===== src/rtl/alu_issue_queue.sv =====
// Queue of ALU operations feeding an external combinational ALU; the result plus its command is held in an output register.
// Optional macro ALU_ISSUE_BYPASS_EN lets an op arriving at an empty queue go straight to the ALU (1 cycle instead of 2).
module alu_issue_queue #(
    parameter int DEPTH = 4
) (
    input  logic                     clk,
    input  logic                     reset,
    input  logic                     in_valid,
    output logic                     in_ready,
    input  logic [31:0]              in_a,
    input  logic [31:0]              in_b,
    input  logic [2:0]               in_cmd,
    output logic [31:0]              alu_a,
    output logic [31:0]              alu_b,
    output logic [2:0]               alu_cmd,
    input  logic [31:0]              alu_result,
    input  logic                     alu_carryout,
    input  logic                     alu_zero,
    input  logic                     alu_overflow,
    output logic                     out_valid,
    input  logic                     out_ready,
    output logic [31:0]              out_result,
    output logic                     out_carryout,
    output logic                     out_zero,
    output logic                     out_overflow,
    output logic [2:0]               out_cmd,
    output logic [$clog2(DEPTH):0]   count
);
    localparam int PW = $clog2(DEPTH);
    localparam logic [PW:0] CNT_DEPTH = (PW+1)'(DEPTH);

    logic [31:0]   q_a   [DEPTH];
    logic [31:0]   q_b   [DEPTH];
    logic [2:0]    q_cmd [DEPTH];
    logic [PW-1:0] wr_ptr;
    logic [PW-1:0] rd_ptr;

    logic empty;
    logic push;
    logic out_free;
    logic issue_q;
    logic enq;
    logic issue;

    assign empty    = (count == '0);
    assign in_ready = (count < CNT_DEPTH);
    assign push     = in_valid && in_ready;
    assign out_free = !out_valid || out_ready;
    assign issue_q  = !empty && out_free;

`ifdef ALU_ISSUE_BYPASS_EN
    logic bypass;
    assign bypass = empty && push && out_free;
    assign enq    = push && !bypass;
    assign issue  = issue_q || bypass;

    always_comb begin
        alu_a   = '0;
        alu_b   = '0;
        alu_cmd = '0;
        if (bypass) begin
            alu_a   = in_a;
            alu_b   = in_b;
            alu_cmd = in_cmd;
        end else if (!empty) begin
            alu_a   = q_a[rd_ptr];
            alu_b   = q_b[rd_ptr];
            alu_cmd = q_cmd[rd_ptr];
        end
    end
`else
    assign enq   = push;
    assign issue = issue_q;

    always_comb begin
        alu_a   = '0;
        alu_b   = '0;
        alu_cmd = '0;
        if (!empty) begin
            alu_a   = q_a[rd_ptr];
            alu_b   = q_b[rd_ptr];
            alu_cmd = q_cmd[rd_ptr];
        end
    end
`endif

    // Entry storage needs no reset: only slots between the pointers are ever read.
    always_ff @(posedge clk) begin
        if (enq) begin
            q_a[wr_ptr]   <= in_a;
            q_b[wr_ptr]   <= in_b;
            q_cmd[wr_ptr] <= in_cmd;
        end
    end

    always_ff @(posedge clk) begin
        if (reset) begin
            wr_ptr <= '0;
            rd_ptr <= '0;
            count  <= '0;
        end else begin
            if (enq) begin
                wr_ptr <= wr_ptr + PW'(1);
            end
            if (issue_q) begin
                rd_ptr <= rd_ptr + PW'(1);
            end
            case ({enq, issue_q})
                2'b10:   count <= count + (PW+1)'(1);
                2'b01:   count <= count - (PW+1)'(1);
                default: count <= count;
            endcase
        end
    end

    // Data fields hold after the consumer takes a result; only out_valid drops.
    always_ff @(posedge clk) begin
        if (reset) begin
            out_valid    <= 1'b0;
            out_result   <= '0;
            out_carryout <= 1'b0;
            out_zero     <= 1'b0;
            out_overflow <= 1'b0;
            out_cmd      <= '0;
        end else if (issue) begin
            out_valid    <= 1'b1;
            out_result   <= alu_result;
            out_carryout <= alu_carryout;
            out_zero     <= alu_zero;
            out_overflow <= alu_overflow;
            out_cmd      <= alu_cmd;
        end else if (out_ready) begin
            out_valid    <= 1'b0;
        end
    end

endmodule


===== config.mk =====
export PLATFORM = sky130hd
export DESIGN_NAME = alu_issue_queue
export DESIGN_NICKNAME = d
export VERILOG_FILES = /design/src/rtl/alu_issue_queue.sv
export SDC_FILE = /design/constraint.sdc
export NUM_CORES = 1
export LEC_CHECK = 0
export ABC_AREA = 1
export BUFFER_PORTS_ARGS = -buffer_cell sky130_fd_sc_hd__buf_2
export CAP_MARGIN = 0
export CORE_AREA = 4 4 155 157
export CTS_CLUSTER_DIAMETER = 80
export DETAILED_ROUTE_END_ITERATION = 8
export DIE_AREA = 0 0 159 161
export PLACE_DENSITY = 0.86
export SLEW_MARGIN = 5
export SYNTH_ARGS = -nofsm -noshare
export SYNTH_HDL_FRONTEND = slang
export SYNTH_SLANG_ARGS = --single-unit

===== constraint.sdc =====
create_clock -name clk -period 8.5 [get_ports clk]
set_input_delay 1.7 -clock clk [delete_from_list [all_inputs] [get_ports clk]]
set_output_delay 1.7 -clock clk [all_outputs]
set_load 0.005 [all_outputs]

==> flow_summary.toml <==
[worst_setup_path]
required_ns = 6.80
rr_worst_depth = 13
path_class = "register to output port"
start_kind = "register"
cp.arrival_ns = 3.01
r2r-start = "count[1]"
cp_max_fo = 74
worstSetupEndpointType = "output port"
r2r_end = "count[2]"
r2r_slack_ns = 5.70
critPathCapture = "alu_b[29]"

[power]
ir_drop_mv = 0.2404
pwr_density_cell_nw_per_um2 = 349.6
total_leakage_power_uw = 0.005630

[yosys]
synth_top_area_share_pct = 65.68
netlist_instances = 1045
seq_area_frac_synth_pct = 73.52
synth_top_area_cell = "edfxtp_1"
syn_area_per_cell_um2 = 11.73
synth_seq_cells = 316
ys_top_cells_by_area = "edfxtp_1, nor2_1, dfxtp_1"
syn_nets = 1157
synthDistinctLibCells = 20
syn-cell-area_um2 = 12250
ys_warn_count = 0

[routing]
first_pass_iters = 5
drt_wl_total_um = 27130
drc_errors = 0
dr_total_vias = 8468
vias_per_cell = 5.449
drt_iter0_markers = 877
ant_nets = 0
wl_per_cell_um = 17.45

[layout]
drive_gt1_share_pct = 22.63
multi_input_comb_area_um2 = 2774
nets = 1355
fill_cells = 1638
fin_util_pct = 64.48
area_growth_pct = 18.41
regArea_um2 = 9014

[timing]
rsz0062_at_grt = "no"
finalSetupViolCount = 0
finalHoldViolations = 0
fin_worst_skew_ns = 0.02183
worstMarginPinSlew_ns = 1.064
slew_viol_final = 0
max_slew_margin_pct = 29.00
min_period_ns = 4.706
max_freq_mhz = 212.5
tns_ns = 0
post-route-period-util_pct = 55.36

[worst_hold_path]
min_path_type = "register to register"
hold_start = "out_result[7]"

[clocking]
clock_sinks = 316
cts-buffers-inserted = 34
clkLatencyLatePin_ns = 0.51
ctsResizeCount = 0
htreeDepth = 2
cts_buffer_depth = 3
cts-root-buf = "clkbuf_16"
clkTransAtPathRegs_ns = 0.06
cts_setup_buffers = 0
hold_buffers = 0
cts_tree = "done"

[floorplan]
io_pins = 216
die_x_um = 159
dieArea_um2 = 25600
die_h_um = 161
row_count = 55
core_um2 = 22500
start_util_pct = 54.45

[placement]
place_hpwl_um = 15760
place_congestion = 0.7762
portBuffers = 215

[grt]
grt_pass1_vias = 8462
antenna_found_initial = 5
grt_overflow = 0
grt_start_max_net_pins = 75
track_usage_pct = 20.74
grt_pass1_wl_um = 42970

[job]
cap_violations = 0

[run_status]
status = "finished clean"
## state kept, by name, indices dropped and copies added, names as in the netlist, named ones only
| signal | count |
|---|---|
| wr_ptr | 2 |
| rd_ptr | 2 |
| out_zero | 1 |
| q_cmd | 12 |
| out_overflow | 1 |
| q_a | 128 |
| out_cmd | 3 |
| out_carryout | 1 |
| q_b | 128 |
| out_valid | 1 |
| out_result | 32 |
| count | 3 |
## critical path: stages, from the launching register on
cell	delay (ns)
dfxtp_4	0.54
inv_4	0.54
buf_4	0.66
o21ai_0	0.21
a21oi_1	0.28
buf_2	0.17
## area by class of cell
| cell class | count | area share (%) |
|---|---|---|
| timing repair buffer | 224 | 7.882 |
| sequential | 316 | 62.12 |
| antenna | 1 | 0.01725 |
| clock inverter | 17 | 1.035 |
| multi-input combinational | 631 | 19.12 |
| tap | 285 | 2.458 |
| inverter | 36 | 0.9486 |
| clock buffer | 44 | 6.416 |
## metal layers
layer | global-route usage, % | up-vias | routed length (um)
met5 | 0 | - | 70
met4 | 7.219 | 10 | 616
met3 | 5.052 | 60 | 2221
met2 | 35.87 | 372 | 13280
met1 | 25.81 | 4021 | 10940
li1 | - | 4005 | -
## layout by cell type (no fill, tap or decap), drive strengths merged
master,Yosys,routed
nor2,342,342
edfxtp,268,268
buf,41,224
o21ai,168,168
a21oi,72,72
dfxtp,48,48
clkbuf,21,44
inv,36,38
nand2,35,35
clkinv,0,12
nand3,8,8
ha,5,5
bufinv,0,2
diode,0,1
fa,1,1
clkinvlp,0,1
## cell usage after synthesis, drive strengths merged
library cell and instances:
nor2 342, edfxtp 268, o21ai 168, a21oi 72
dfxtp 48, buf 41, inv 36, nand2 35
clkbuf 21, nand3 8, ha 5, fa 1
## power by group
group	switching (uW)	internal (uW)
clock	568	838
combinational	1070	564
sequential	110	1920
total	1750	3320
## per-stage QoR
stage	instance area, um^2	hold WS [ns]	std cells	power, uW	setup slack [ns]
2_1_floorplan	12250	0.4592	1045	3101	3.333
3_3_place_gp	13430	0.4594	1492	3650	4.384
3_5_place_dp	13430	0.4674	1492	3701	4.309
4_1_cts	14510	0.4803	1553	5112	3.787
5_1_grt	14510	0.4983	1553	5401	3.583
6_report	14510	0.4778	1554	5073	3.794
## cell families (layout without fill, tap and decap cells)
group / count (synthesis) / count (layout) / synth area share (%)
DFF: 316 / 316 / 73.52
AOI/OAI and AO/OA: 240 / 240 / 9.803
adders and majority gates: 6 / 6 / 0.6740
and+or+nand+nor: 385 / 385 / 11.92
buffers and inverters: 98 / 321 / 4.084
other: 0 / 1 / 0
## worst min path at each step
stage,slack (ns),end,cells past startpoint
2_1_floorplan,0.46,register,2
3_3_place_gp,0.46,out_result[24],2
3_5_place_dp,0.47,out_result[7],2
4_1_cts,0.48,out_result[7],2
5_1_grt,0.50,out_result[9],2
6_report,0.48,out_result[7],2
Power figures use the tool's default switching activity.
